## config.mk

```make
export PLATFORM = sky130hd
export DESIGN_NAME = h_bridge_commutation_sequencer
export DESIGN_NICKNAME = d
export VERILOG_FILES = /design/src/rtl/h_bridge_pkg.sv /design/src/rtl/h_bridge_commutation_sequencer_decode.sv /design/src/rtl/h_bridge_commutation_sequencer.sv
export SDC_FILE = /design/constraint.sdc
export NUM_CORES = 1
export LEC_CHECK = 0
export ABC_CLOCK_PERIOD_IN_PS = 2400
export CORE_ASPECT_RATIO = 1.5
export CORE_UTILIZATION = 35
export CTS_CLUSTER_DIAMETER = 50
export CTS_CLUSTER_SIZE = 12
export DETAILED_ROUTE_END_ITERATION = 7
export HOLD_SLACK_MARGIN = 0.15
export PLACE_DENSITY = 0.63
export SLEW_MARGIN = 10
export SYNTH_ARGS = -nofsm -noshare
export SYNTH_HDL_FRONTEND = slang
export SYNTH_SLANG_ARGS = --single-unit
```

## constraint.sdc

```tcl
create_clock -name clk -period 2.4 [get_ports clk]
set_clock_uncertainty 0.05 [all_clocks]
set_input_delay 0.24 -clock clk [delete_from_list [all_inputs] [get_ports clk]]
set_output_delay 0.24 -clock clk [all_outputs]
set_load 0.01 [all_outputs]
```

## src/rtl/h_bridge_pkg.sv

```systemverilog
// Shared types and constants for the six-step H-bridge commutation sequencer.
// Switch vectors are ordered bit 0 = sw1 (A), bit 1 = sw2 (B), bit 2 = sw3 (C).
package h_bridge_pkg;

    typedef enum logic [1:0] {
        IDLE  = 2'd0,
        DEAD  = 2'd1,
        DRIVE = 2'd2,
        FAULT = 2'd3
    } state_t;

    localparam logic [2:0] STEP_MAX = 3'd5;

    // {p[2:0], n[2:0]} per step, leftmost entry is step 5:
    // 0 A+B-, 1 A+C-, 2 B+C-, 3 B+A-, 4 C+A-, 5 C+B-
    localparam logic [5:0][5:0] STEP_TABLE = {
        6'b100_010,
        6'b100_001,
        6'b010_001,
        6'b010_100,
        6'b001_100,
        6'b001_010
    };

endpackage

```

## src/rtl/h_bridge_commutation_sequencer_decode.sv

```systemverilog
// Combinational step index to high/low switch pattern; codes 6 and 7 are all off.
module commutation_step_decode
    import h_bridge_pkg::*;
(
    input  logic [2:0] step,
    output logic [2:0] p,
    output logic [2:0] n
);

    always_comb begin
        p = '0;
        n = '0;
        if (step <= STEP_MAX) begin
            {p, n} = STEP_TABLE[step];
        end
    end

endmodule

```

## src/rtl/h_bridge_commutation_sequencer.sv

```systemverilog
// Six-step commutation FSM with dead-time insertion, enable gating and latched fault.
// Outputs are registered from the next-state values so they track the state after each edge.
module h_bridge_commutation_sequencer
    import h_bridge_pkg::*;
#(
    parameter int DEADTIME_CYC = 50,
    parameter int PERIOD_W     = 24,
    parameter int DT_W         = 8
) (
    input  logic                clk,
    input  logic                rst_n,
    input  logic                enable,
    input  logic                dir,
    input  logic [PERIOD_W-1:0] step_period,
    input  logic                fault,
    output logic                sw1_p,
    output logic                sw1_n,
    output logic                sw2_p,
    output logic                sw2_n,
    output logic                sw3_p,
    output logic                sw3_n,
    output logic [2:0]          step,
    output logic                driving,
    output logic                fault_lat
);

    localparam logic [DT_W-1:0] DT_LOAD = DT_W'(DEADTIME_CYC);

    state_t              state_reg, state_next;
    logic [2:0]          step_reg, step_next;
    logic [DT_W-1:0]     dt_reg, dt_next;
    logic [PERIOD_W-1:0] per_reg, per_next;
    logic [2:0]          p_reg, n_reg;
    logic [2:0]          dec_p, dec_n;
    logic [2:0]          step_adv;

    always_comb begin
        if (dir) begin
            step_adv = (step_reg >= STEP_MAX) ? 3'd0 : step_reg + 3'd1;
        end else begin
            step_adv = (step_reg == 3'd0) ? STEP_MAX : step_reg - 3'd1;
        end
    end

    always_comb begin
        state_next = state_reg;
        step_next  = step_reg;
        dt_next    = dt_reg;
        per_next   = per_reg;
        if (fault) begin
            state_next = FAULT;
        end else begin
            case (state_reg)
                IDLE: begin
                    if (enable) begin
                        state_next = DEAD;
                        dt_next    = DT_LOAD;
                    end
                end
                DEAD: begin
                    if (!enable) begin
                        state_next = IDLE;
                    end else if (dt_reg <= 1) begin
                        // dead interval spans exactly DT_LOAD cycles; period sampled only here
                        state_next = DRIVE;
                        dt_next    = '0;
                        per_next   = step_period;
                    end else begin
                        dt_next = dt_reg - 1'b1;
                    end
                end
                DRIVE: begin
                    if (!enable) begin
                        state_next = IDLE;
                    end else if (per_reg == '0) begin
                        state_next = DRIVE;
                    end else if (per_reg == 1) begin
                        state_next = DEAD;
                        step_next  = step_adv;
                        dt_next    = DT_LOAD;
                        per_next   = '0;
                    end else begin
                        per_next = per_reg - 1'b1;
                    end
                end
                FAULT: begin
                    if (!enable) begin
                        state_next = IDLE;
                    end
                end
                default: state_next = IDLE;
            endcase
        end
    end

    commutation_step_decode u_decode (
        .step (step_next),
        .p    (dec_p),
        .n    (dec_n)
    );

    always_ff @(posedge clk or negedge rst_n) begin
        if (!rst_n) begin
            state_reg <= IDLE;
            step_reg  <= '0;
            dt_reg    <= '0;
            per_reg   <= '0;
            p_reg     <= '0;
            n_reg     <= '0;
            driving   <= 1'b0;
            fault_lat <= 1'b0;
        end else begin
            state_reg <= state_next;
            step_reg  <= step_next;
            dt_reg    <= dt_next;
            per_reg   <= per_next;
            p_reg     <= (state_next == DRIVE) ? dec_p : 3'b000;
            n_reg     <= (state_next == DRIVE) ? dec_n : 3'b000;
            driving   <= (state_next == DRIVE);
            fault_lat <= (state_next == FAULT);
        end
    end

    assign sw1_p = p_reg[0];
    assign sw2_p = p_reg[1];
    assign sw3_p = p_reg[2];
    assign sw1_n = n_reg[0];
    assign sw2_n = n_reg[1];
    assign sw3_n = n_reg[2];
    assign step  = step_reg;

endmodule

```

==> results of run 1 <==
-- critical path: cells and delay by family (launching register included) --
family,cells,cell delay [ps]
AO/OA/AOI/OAI,4,580
AND/OR/NAND/NOR,2,580
flip-flops,1,400
multiplexers,2,380
adder cells (fa/ha/maj),2,310
buffers and inverters,1,60
-- how the worst max path moves through the flow --
stage / from / end / slack [ps]
after global placement: fault / n_reg[0] / -360
after CTS: step[1] / n_reg[0] / -100
after floorplan: state_reg[0] / n_reg[0] / -160
after global routing: step[1] / n_reg[0] / -200
final: step[1] / n_reg[0] / -90
after detailed placement: fault / n_reg[0] / -400
-- power breakdown --
group	total [mW]	switching, mW	internal [mW]
combinational	0.937	0.492	0.445
sequential	1.03	0.141	0.893
clock	0.686	0.303	0.382
total	2.66	0.937	1.72
-- metrics by stage --
| stage | setup slack, ps | instances | hold WS (ps) |
|---|---|---|---|
| floorplan | -159 | 338 | -106 |
| global placement | -361 | 525 | 208 |
| detailed placement | -398 | 525 | 217 |
| CTS | -104 | 536 | 448 |
| global route | -195 | 537 | 472 |
| finish | -89.3 | 537 | 429 |
-- cell type report --
type                    count  area, µm²
inverters                  12       45.0
repair buffers            101        891
flip-flops and latches     45       1130
well taps                 105        131
clock buffers               5        125
multi-input cells         266       1720
fillers                   789       3950
clock inverters             3       17.5
-- kinds of logic (layout without fill, tap and decap cells) --
kind of cell    count (synthesis)  after routing  share of synthesized area [%]
simple gates                  127            127                           24.7
compound gates                119            119                           24.1
mux                             8              8                           2.90
flops                          45             45                           39.0
fa+ha+maj                      12             12                           5.20
buf+inv                        27            121                           4.11
-- cell usage in the layout, fill, tap and decap left out, types with 2 or more instances in the layout --
cell type        netlist  layout
a21o_1                 4       4
a21oi_1               29      29
a22o_1                 2       2
a22oi_1                3       3
a31oi_1                2       2
and4_1                 2       2
buf_12                 0       3
buf_4                  0      58
clkbuf_16              0       5
clkdlybuf4s50_1        0      38
clkinv_2               0       2
dfrtp_1               45      43
dfrtp_2                0       2
ha_1                  12       9
ha_4                   0       2
inv_1                 12      10
inv_2                  0       2
mux2_2                 3       3
mux2i_1                5       4
nand2_1               23      23
nand2b_1               6       6
nand3_1                6       6
nand4_1                4       4
nor2_1                36      35
nor2b_1                4       4
nor3_1                18      17
nor3_2                 1       2
nor4_1                10      10
nor4_4                 2       3
o21ai_0               55      54
o21ai_1                6       4
o21ai_2                0       3
o21bai_1               2       2
o22ai_1                2       2
o2bb2ai_1              4       4
or3_1                  2       2
or4_1                  2       2
-- synthesized netlist by cell type (2+ instances only) --
master      n
o21ai_0    55
dfrtp_1    45
nor2_1     36
a21oi_1    29
nand2_1    23
nor3_1     18
ha_1       12
inv_1      12
nor4_1     10
buf_2       6
clkbuf_1    6
nand2b_1    6
nand3_1     6
o21ai_1     6
mux2i_1     5
a21o_1      4
nand4_1     4
nor2b_1     4
o2bb2ai_1   4
a22oi_1     3
mux2_2      3
a22o_1      2
a31oi_1     2
and4_1      2
clkbuf_2    2
nor4_2      2
nor4_4      2
o21bai_1    2
o22ai_1     2
or3_1       2
or4_1       2
-- timing repair --
| item | CTS | global route |
|---|---|---|
| endpoints found under the setup margin | 1 | 13 |
| resized for setup | 6 | 7 |
| buffers inserted | 2 | 1 |
| pin swaps | 2 | 1 |
| endpoints found under the hold margin | 21 | 0 |
| hold buffers | 1 | 0 |
-- layer usage --
layer	vias up	share of wire, %
met1	1370	40
met3	15	3.0
li1	1433	-
met2	51	55
met4	0	2.0
met5	-	0
==> results.yml, run 1 <==
layout:
  antenna_cells: 0
  area_growth_pct: 40.4
  finish.net_count: 472
  layout-drive-gt1-share_pct: 23.4
  fin_area_um2: 4060
  utilization_pct: 50.7
  largest_reg_flops: 24
drt:
  dr.pass1.iters: 4
  drtIter0Drc: 84
  vias: 2869
  wl_um: 7830
  vias_per_cell: 5.34
  route.detailed.drc: 0
  drtAntennaViolNets: 0
  wl_per_cell_um: 14.6
clocking:
  tritoncts: "built"
  clk_pin_slew_ps: 60
  clock_sinks: 45
  root_buffer: "clkbuf_16"
  clockBufferDepth: 2
  htree_levels: 2
  clk_latency_ps: 300
  numCtsBuffers: 5
sta:
  hold_viol: 0
  rsz0062_at_grt: "true"
  setup_ws_ps: -89.3
  worst_pin_slew_ps: 574
  tns_ps: -89.3
  timing.fmax_ghz: 0.402
  finalSetupViolCount: 1
  timing.final.crit_period_ps: 2490
  relSlewSlack_pct: 61.7
  maxSlewViolCount: 0
  period_share_pct: 104
yosys:
  synth.top_cell.area_share_pct: 39.0
  syn_area_um2: 2890
  ys_seq_area_share_pct: 39.0
  synth_top_area_cell: "dfrtp_1"
  synth_edf_count: 0
  synth_flop_cell: "dfrtp_1"
  yosysWarnings: 0
  synth_cells: 338
  syn_nets: 379
  yosysUniqueCellTypes: 52
  synth.avg_cell_area_um2: 8.55
  async_flop_share_pct: 100
  synth_area_leaders: "dfrtp_1 (39%), o21ai_0 (9.5%), ha_1 (5.2%)"
  ys_ff_latch: 45
placement:
  io_buffers: 39
  dpl_cell_area_um2: 3820
  routabilityCongestion: 0.850
  dp.final_hpwl_um: 5900
global_route:
  globalRouteOverflowTotal: 0
  grt_use_total_pct: 19.1
  busiest_layer: "met2"
  grt_pass1_vias: 2912
  grtUsageMet3_pct: 2.98
  antenna_found_initial: 0
  met1_usage_pct: 20.7
  grt_max_degree: 37
  grt_pass1_wl_um: 13300
  met2_usage_pct: 37.1
setup_path:
  r2r_start: "step[1]"
  arrival_ps: 2610
  critPathMaxStageDelay_ps: 410
  setup.worst_path.class: "reg -> reg"
  r2r-end: "n_reg[0]"
  r2r_slack_ps: -90
  crit_required_ps: 2520
  rr_worst_depth: 11
  critical_path.most_common_cell: "ha_4"
  crit_chain: "inv_2 -> ha_4 -> mux2i_1 -> or4_1 -> a211o_1 -> and2_4 -> ha_4 -> o21a_1 -> mux2_2 -> o21ai_2 -> o22ai_1"
  crit_path_max_fanout: 4
  start_kind: "flip-flop"
  critPathSlowestCell: "or4_1"
  worstSetupEndpointType: "flip-flop"
run_status:
  run_status: "complete, but fails checks"
  violations: "setup timing"
die:
  start_util_pct: 36.1
  core_um2: 8010
  die_x_um: 76.2
  row_count: 40
  die_h_um: 113
  io_pins: 40
  die-area_um2: 8630
pwr:
  leakage_nw: 1.69
  power-per-cell-area_nw_per_um2: 655
  vdd_drop_max_uv: 334
  finalPower_mw: 2.66
run:
  max_cap_viol_count: 0
worst_hold_path:
  min_path_type: "in -> async"
Note: power is estimated with default switching activity, not from simulation.
==> run 2: changes to the inputs <==
- DONT_BUFFER_PORTS: default -> 1
- PLACE_DENSITY: 0.63 -> 0.57
==> run 2 against run 1 <==
  * The flow still finishes with violations (setup timing)
  * Final area down 3.6%
  * Wire length up 2.3%
  * Clock power up 19%
  * Critical endpoint unchanged
==> results.yml, run 2 (same netlist as run 1, synthesis figures left out) <==
worst_hold_path:
  whs_endpoint: "per_reg[0]"
  holdPathStages: 4
  min_path_type: "in -> reg"
  min-delay-start: "step_period[0]"
drt:
  dr.pass1.iters: 5
  vias: 2828
  route.detailed.drc: 0
  drtAntennaViolNets: 0
  drtIter0Drc: 133
  wl_um: 8010
  vias_per_cell: 5.44
  wl_per_cell_um: 15.4
setup_path:
  rr_worst_depth: 11
  crit_chain: "inv_2 -> ha_4 -> mux2i_1 -> or4_1 -> a211o_1 -> and2_4 -> ha_4 -> o21a_1 -> mux2_4 -> o21ai_2 -> o22ai_1"
  crit_path_max_fanout: 3
  r2r_slack_ps: -70
  critPathSlowestCell: "dfrtp_2"
  r2r-end: "n_reg[0]"
  arrival_ps: 2580
  worstSetupEndpointType: "flip-flop"
  setup.worst_path.start: "step[0]"
  crit_required_ps: 2520
  setup.worst_path.class: "reg -> reg"
  critical_path.most_common_cell: "ha_4"
  r2r_start: "step[0]"
  critPathMaxStageDelay_ps: 400
  start_kind: "flip-flop"
layout:
  multi_input_area_um2: 1710
  finish.net_count: 455
  area_growth_pct: 35.3
  layout_commonest_cell: "buf_4"
  utilization_pct: 48.8
  antenna_cells: 0
  largest_reg_flops: 24
  ff_latch_area_um2: 1130
  mostFrequentLayoutCells: "buf_4 (58), o21ai_0 (54), dfrtp_1 (43), nor2_1 (36), a21oi_1 (29)"
  fillers: 779
  layout-drive-gt1-share_pct: 23.9
die:
  start_util_pct: 36.1
  io_pins: 40
  die_h_um: 113
  core_um2: 8010
  die_x_um: 76.2
  row_count: 40
  die-area_um2: 8630
clocking:
  clock_sinks: 45
  clk_pin_slew_ps: 60
  numCtsBuffers: 5
  tritoncts: "built"
  clk_latency_ps: 290
  htree_levels: 2
  root_buffer: "clkbuf_16"
  clockBufferDepth: 2
pwr:
  leakage_nw: 1.65
  power-per-cell-area_nw_per_um2: 710
  vdd_drop_max_uv: 396
sta:
  timing.fmax_ghz: 0.405
  rsz0062_at_grt: "true"
  timing.final.crit_period_ps: 2470
  tns_ps: -66.5
  worst_pin_slew_ps: 390
  setup_ws_ps: -66.5
  finalSetupViolCount: 1
  maxSlewViolCount: 0
  hold_viol: 0
  relSlewSlack_pct: 73.9
  period_share_pct: 103
global_route:
  grt_pass1_wl_um: 13600
  antenna_found_initial: 0
  globalRouteOverflowTotal: 0
  grt_use_total_pct: 19.9
  grt_max_degree: 46
  grt_pass1_vias: 2891
placement:
  io_buffers: 0
  dp.final_hpwl_um: 5690
  routabilityCongestion: 0.880
run_status:
  run_status: "complete, but fails checks"
  violations: "setup timing"
run:
  max_cap_viol_count: 0
## run 2: worst max-delay path by stage
stage and to:
3_3_place_gp n_reg[0], 2_1_floorplan n_reg[0], 3_5_place_dp n_reg[0], 6_report n_reg[0], 4_1_cts n_reg[0], 5_1_grt n_reg[0]
## run 2: area by class of cell
class                           count  share of cell area, %
Tap cell                          105                   3.36
Multi-Input combinational cell    266                   43.7
Inverter                           12                   1.15
Timing Repair Buffer               84                   18.5
Clock buffer                        7                   3.65
Sequential cell                    45                   28.9
Clock inverter                      1                  0.768
## run 2: stage by stage
step	std cells	cell area (µm²)	total power [mW]	setup WS, ps	hold WS, ps
2_1_floorplan	338	2910	1.52	-159	-106
3_3_place_gp	485	3410	1.89	-142	-104
3_5_place_dp	485	3410	1.90	-185	-104
4_1_cts	519	3890	2.79	-83.8	155
5_1_grt	520	3910	2.95	-162	175
6_report	520	3910	2.77	-66.5	170
## run 2: what timing repair did
action                                  in CTS  in global routing
hold buffers                                24                  0
pin swaps                                    3                  1
endpoints found under the setup margin       3                  8
endpoints found under the hold margin       68                  0
resized for setup                            9                  5
buffers inserted                             2                  1
## run 2: metal layers
layer  global-route usage, %  up-vias  routed length, µm
li1                        -     1394                  -
met1                    21.1     1351               3110
met2                    37.5       71               4430
met3                    4.03       12                306
met4                    9.62        0                166
met5                       0        -                  0
## run 2: critical path, delay by kind of cell, from the launching register on
family | cells | cell delay (ps)
flops | 1 | 400
fa+ha+maj | 2 | 310
compound gates | 4 | 580
buf+inv | 1 | 60
simple gates | 2 | 580
mux | 2 | 370
## run 2: where the power goes
group	switching [mW]	internal [mW]
Sequential	0.136	0.894
Combinational	0.491	0.440
Clock	0.293	0.521
==> run 3: changes to the inputs <==
- ABC_CLOCK_PERIOD_IN_PS: 2400 -> 2500
- CORE_UTILIZATION: 35 -> 49
- PLACE_DENSITY: 0.57 -> 0.7
- clock period: 2.4 -> 2.5 ns (I/O delays scaled with it)
==> run 3 against run 2 <==
  * The run still ends with setup timing left
  * Global-route usage increased by 7.2 points
  * Non-clock buffer count shrank 7
  * First-iteration DRC count increased by 29%
  * Maximum frequency is 2.9% lower
  * Count of clock-buffer cells in the layout shrank 2
  * Wire length fell by 3.9%
  * Combinational power down 11%
  * Sequential power hardly changed
  * Critical path depth unchanged
  * Critical endpoint unchanged
  * Highest routed layer unchanged
==> results.yml, run 3 (same netlist as run 1, synthesis figures left out) <==
run_status:
  run_status: "complete, but fails checks"
  violations: "setup timing"
global_route:
  grt_max_degree: 46
  globalRouteOverflowTotal: 0
  grt_use_total_pct: 27.1
  grt_pass1_vias: 2771
  grt_pass1_wl_um: 12900
  antenna_found_initial: 0
die:
  die_h_um: 96.0
  core_um2: 5570
  die-area_um2: 6210
  io_pins: 40
  die_x_um: 64.7
  start_util_pct: 51.8
  row_count: 33
layout:
  layoutNonFillerInstCount: 478
  layout_commonest_cell: "o21ai_0"
  fin_area_um2: 3760
  ff_latch_area_um2: 1130
  antenna_cells: 0
  area_growth_pct: 30.1
  fillers: 462
  layout-drive-gt1-share_pct: 22.3
  multi_input_area_um2: 1730
  mostFrequentLayoutCells: "o21ai_0 (54), buf_4 (48), dfrtp_1 (43), nor2_1 (36), a21oi_1 (29)"
  largest_reg_flops: 24
  finish.net_count: 448
sta:
  whs_ps: 159
  tns_ps: -39.3
  timing.final.crit_period_ps: 2540
  timing.fmax_ghz: 0.394
  finalSetupViolCount: 1
  relSlewSlack_pct: 75.9
  rsz0062_at_grt: "true"
  setup_ws_ps: -39.3
  maxSlewViolCount: 0
  hold_viol: 0
  worst_pin_slew_ps: 351
  period_share_pct: 102
setup_path:
  setup.worst_path.class: "reg -> reg"
  critPathMaxStageDelay_ps: 450
  r2r_start: "step[0]"
  crit_required_ps: 2650
  critPathSlowestCell: "dfrtp_2"
  start_kind: "flip-flop"
  critPathTopFamily: "compound AO/OA/AOI/OAI gates"
  setup.worst_path.start: "step[0]"
  crit_chain: "inv_2 -> ha_4 -> mux2i_1 -> or4_1 -> a211o_1 -> and2_4 -> ha_4 -> o21a_1 -> mux2_2 -> o21ai_2 -> o22ai_1"
  worst-path-buf-inv: 1
  crit_path_max_fanout: 4
  arrival_ps: 2690
  worstSetupEndpointType: "flip-flop"
  critical_path.most_common_cell: "ha_4"
drt:
  drtAntennaViolNets: 0
  vias_per_cell: 5.89
  vias: 2817
  wl_per_cell_um: 16.1
  wl_um: 7700
  route.detailed.drc: 0
  dr.pass1.iters: 5
  drtIter0Drc: 172
clocking:
  tritoncts: "built"
  numCtsBuffers: 5
  clockBufferDepth: 2
  clk_latency_ps: 310
  root_buffer: "clkbuf_8"
  htree_levels: 2
  clk_pin_slew_ps: 100
  clock_sinks: 45
worst_hold_path:
  min_path_type: "in -> reg"
  min-delay-start: "step_period[13]"
placement:
  pre_cts_slack_ps: -94.6
  place_inst: 437
  io_buffers: 0
  dpl_cell_area_um2: 3260
  routabilityCongestion: 0.935
  dp.final_hpwl_um: 5160
pwr:
  leakage_nw: 1.58
  power-per-cell-area_nw_per_um2: 620
  vdd_drop_max_uv: 421
run:
  max_cap_viol_count: 0
-- run 3: cell types whose count changed in the layout (fill, tap and decap cells not counted), sizes merged --
cell / previous run / this run
inv: 12 / 13
bufinv: 1 / 0
clkbuf: 7 / 5
buf: 61 / 51
clkinv: 0 / 1
dlygate4sd3: 23 / 26
clkinvlp: 0 / 1
-- run 3: metrics by stage --
step / power, mW / utilization, %
2_1_floorplan: 1.46 / -
3_3_place_gp: 1.73 / 58.6
3_5_place_dp: 1.75 / 58.6
4_1_cts: 2.30 / 66.2
5_1_grt: 2.48 / 67.4
6_report: 2.33 / 67.4
-- run 3: final cells by class --
| class | instances | share of cell area (%) |
|---|---|---|
| clock buffer | 5 | 1.83 |
| clock inverter | 3 | 0.566 |
| inverter | 12 | 1.20 |
| multi-input combinational | 266 | 46.0 |
| sequential | 45 | 30.0 |
| tap | 70 | 2.33 |
| timing repair buffer | 77 | 18.1 |
-- run 3: path summary, 6_finish.rpt --
check                         endpoint  slack, ps  depth (start not counted)
max in group asynchronous   per_reg[0]       1810                          2
setup reg to reg              n_reg[0]        -40                         11
hold / removal             per_reg[13]        160                          3
hold reg to reg              dt_reg[7]        450                          1
setup / recovery              n_reg[0]        -40                         11
min in group asynchronous     p_reg[0]        390                          2
-- run 3: repair_timing --
item / CTS / global route
buffers inserted: 3 / 3
hold buffers: 27 / 1
setup endpoints to repair: 1 / 4
pin swaps: 1 / 5
gates resized for setup: 6 / 10
hold endpoints to repair: 70 / 1
-- run 3: tightest hold or removal path, delay by kind of cell --
kind / cells / cell delay (ps)
AOI/OAI and AO/OA: 2 / 210
and+or+nand+nor: 1 / 30
-- run 3: per-layer routing --
layer  vias up  part of all wire (%)  GRT usage, %
li1       1378                     -             -
met1      1329                    40          30.2
met2        87                    54          50.4
met3        23                   3.5          4.50
met4         0                   3.1          11.5
met5         -                     0             0
-- run 3: where the power goes --
part           internal [mW]  leakage, nW  switching (mW)
clock                  0.199       0.0445           0.278
combinational          0.396        0.979           0.437
sequential             0.856        0.557           0.167
total                   1.45         1.58           0.881
==> edit 1: new RTL, config.mk and constraints of run 1 <==
Encoding of `state_t`: now one-hot (4 bits for 4 states).
--- a/src/rtl/h_bridge_pkg.sv
+++ b/src/rtl/h_bridge_pkg.sv
@@ -4,7 +4,7 @@
 
-    typedef enum logic [1:0] {
-        IDLE  = 2'd0,
-        DEAD  = 2'd1,
-        DRIVE = 2'd2,
-        FAULT = 2'd3
+    typedef enum logic [3:0] {
+        IDLE  = 4'b0001,
+        DEAD  = 4'b0010,
+        DRIVE = 4'b0100,
+        FAULT = 4'b1000
     } state_t;
Behaviour: same outputs for any inputs over 10 cycles, from zero or initial values and one cycle with rst_n low; not proved beyond that.
==> edit 1 against run 1 <==
Design area up 2.5%. Fmax grew 6.6%. Worst hold slack improved by 0.034 ns. Routed wire length rose by 9.8%. Count of clock-buffer cells in the layout increased by 2. Critical endpoint is now dt_reg[7]. Synthesized area grew 3.5%. Sequential cell count rose by 2. Setup slack improved by 0.15 ns.
Power is not compared: it rests on default switching activity, and its combinational part moved more than twofold at a synthesized area within 25%.
==> edit 1: results (changes against run 1) <==
GRT Total Usage 0.199 (was 0.191); worst vdd ir 294 µV; WP data arrival 2.48 ns (was 2.61 ns); placed insts 524 (was 525); DRC errors left 0 (unchanged); via count 2999 (was 2869); First-pass DRT Iterations 5 (was 4); Largest register FFs 24 (unchanged); Hold WC Path Type in2async (unchanged); DP Worst Slack 0.0101 ns (was -0.398 ns); H-tree levels 2 (unchanged); Async SR Flop Fraction 1.00 (unchanged); Synth Area in Compound Gates 0.262 (was 0.241); DP HPWL 6370 µm (was 5900 µm); Nets 472 (unchanged); adder-cell share of the synthesized area 0.0502 (was 0.0520); # resized after CTS 3 (was 6); Cells after Synth 354 (was 338); crit-path leading delay family simple AND/OR/NAND/NOR gates (was compound AO/OA/AOI/OAI gates); Port-buffer cells 39 (unchanged); CTS clk-pin slew, worst paths 0.07 ns; first-pass GRT wire length 14000 µm (was 13300 µm); Avg Vias per Cell 5.58 (was 5.34); share of cells above drive strength 1 0.215 (was 0.234); Post-CTS Setup Bufs 0 (was 2); ys flop type dfrtp_1 (unchanged); Placement Cell Area 3790 µm² (was 3820 µm²); Synth Area in XOR/XNOR 0.00293 (was 0); clk pwr 0.724 mW; drt total wl 8600 µm (was 7830 µm); Post-synth top cells 55 x o21ai_0, 46 x dfrtp_1, 38 x nor2_1 (was 55 x o21ai_0, 45 x dfrtp_1, 36 x nor2_1); Routability Congestion 0.898 (was 0.850); synth warn 0 (unchanged); CTS Buf Count 5 (unchanged); Post-CTS Hold Fix Bufs 1 (unchanged); Combinational Power Share 0.099; status completed (was complete, but fails checks); sequential share of the synthesized area 0.394 (was 0.390); comb pwr 0.170 mW; initial antenna violation count 0 (unchanged); max incr delay on CP 0.55 ns (was 0.41 ns); Synthesized Nets 395 (was 379); worst slew pin tran 0.670 ns (was 0.574 ns); Static Leak 1.76 nW; root buffer cell clkbuf_16 (unchanged); Crit-path slowest cell or4_4 (was or4_1); CP Max Fanout 6 (was 4); clk buf depth 2 (unchanged); top cells by area, synth dfrtp_1 38%, o21ai_0 9.2%, ha_1 5.0% (was dfrtp_1 39%, o21ai_0 9.5%, ha_1 5.2%); CP Launch Point per_reg[10] (was step[1]); diode count 0 (unchanged); share of synthesized area spent on multiplexers 0.00669 (was 0.0290); total net switching power 0.406 mW; final hold vios 0 (unchanged); 1st-iter DRT viols 153 (was 84); vias in the first global route 2927 (was 2912); Yosys cell types 55 (was 52); largest net degree at the start of global routing 42 (was 37)
==> edit 1: final cells by class <==
type / instances / area (µm²)
timing repair buffer: 87 / 782
fill: 766 / 4000
tap: 105 / 131
clock inverter: 1 / 8.76
inverter: 16 / 60.1
sequential: 47 / 1180
clock buffer: 7 / 143
multi-input combinational: 274 / 1860
==> edit 1: worst paths after layout <==
check / endpoint / slack (ns) / depth (start not counted)
setup / recovery: dt_reg[7] / 0.07 / 7
hold reg to reg: per_reg[7] / 0.47 / 2
hold / removal: fault_lat / 0.46 / 2
max in group asynchronous: per_reg[6] / 1.21 / 3
setup reg to reg: dt_reg[7] / 0.07 / 7
min in group clk: per_reg[7] / 0.47 / 2
==> edit 1: per-layer routing <==
metal | global-route usage | part of all wire
met1 | 0.230 | 0.41
met2 | 0.365 | 0.54
met3 | 0.0341 | 0.029
met4 | 0.0755 | 0.026
met5 | 0 | 0
==> edit 2: new RTL, flow settings as in run 1 <==
Made on the original files. `DEADTIME_CYC`: 50 -> 25.
--- a/src/rtl/h_bridge_commutation_sequencer.sv
+++ b/src/rtl/h_bridge_commutation_sequencer.sv
@@ -5,3 +5,3 @@
 #(
-    parameter int DEADTIME_CYC = 50,
+    parameter int DEADTIME_CYC = 25,
     parameter int PERIOD_W     = 24,
Behaviour: same outputs for any inputs over 10 cycles, from zero or initial values and one cycle with rst_n low; that may be too few to reach the edited logic, so the function may still have changed.
==> edit 2 against run 1 <==
Design area down 5.7%. Sequential cell count unchanged. Power up 3.8%. Setup slack gained 0.14 ns. Combinational power fell by 16%. Non-clock buffer count is 28 lower. Synthesized area down 1.5%. Synthesized cell count fell by 3.6%. Critical path depth decreased by 3. Routed wire length fell by 4.1%. Largest power group unchanged.
==> edit 2: results (changes against run 1) <==
Placement Cell Area 3500 µm² (was 3820 µm²); Routability Congestion 0.846 (was 0.850); Layout clock area frac 0.0461 (was 0.0352); sequential share of the synthesized area 0.396 (was 0.390); hold slack 0.371 ns (was 0.429 ns); Synthesized Nets 367 (was 379); Yosys cell types 53 (was 52); Avg Vias per Cell 5.58 (was 5.34); DR WL/cell 15.2 µm (was 14.6 µm); clock network fraction of total power 0.298 (was 0.258); slew margin rel. 0.585 (was 0.617); met2 routed WL 3870 µm (was 4300 µm); Nets 432 (was 472); largest net degree at the start of global routing 42 (was 37); post-route insts no fill 494 (was 537); top cells by area, synth dfrtp_1 40%, o21ai_0 8.4%, ha_1 5.3% (was dfrtp_1 39%, o21ai_0 9.5%, ha_1 5.2%); first-pass GRT wire length 12600 µm (was 13300 µm); Non-clk invs 17 (was 12); # clk buffers 6 (was 5); 1st-iter DRT viols 78 (was 84); WP data arrival 2.46 ns (was 2.61 ns); Register-to-Register Path Depth 8 (was 11); placed insts 476 (was 525); share of cells above drive strength 1 0.179 (was 0.234); status completed (was complete, but fails checks); syn_area_per_cell 8.73 µm² (was 8.55 µm²); crit-path leading delay family simple AND/OR/NAND/NOR gates (was compound AO/OA/AOI/OAI gates)
[edit 2: cell types whose count changed after synthesis, sizes merged, moves of 4 or more]
cell   change
a32oi      +8
inv        +5
nand2     -12
nor3       -5
nor4       -5
o21ai      -7
o31ai      +4
[edit 2: how the worst max path moves through the flow]
stage / depth (start not counted) / slack [ns] / start / end
floorplan: 9 / 0.07 / step[0] / n_reg[0]
global placement: 8 / 0.09 / fault / n_reg[0]
detailed placement: 10 / 0.003 / per_reg[1] / n_reg[1]
CTS: 9 / 0.02 / per_reg[1] / n_reg[0]
global route: 10 / -0.04 / per_reg[1] / n_reg[1]
finish: 8 / 0.05 / per_reg[18] / n_reg[0]
[edit 2: kinds of logic (layout without fill, tap and decap cells)]
group / count (synthesis) / in the layout / share of synthesized area
mux: 2 / 2 / 0.00704
buf+inv: 32 / 98 / 0.0449
simple gates: 111 / 111 / 0.228
compound gates: 124 / 124 / 0.272
fa+ha+maj: 12 / 12 / 0.0528
flops: 45 / 45 / 0.396
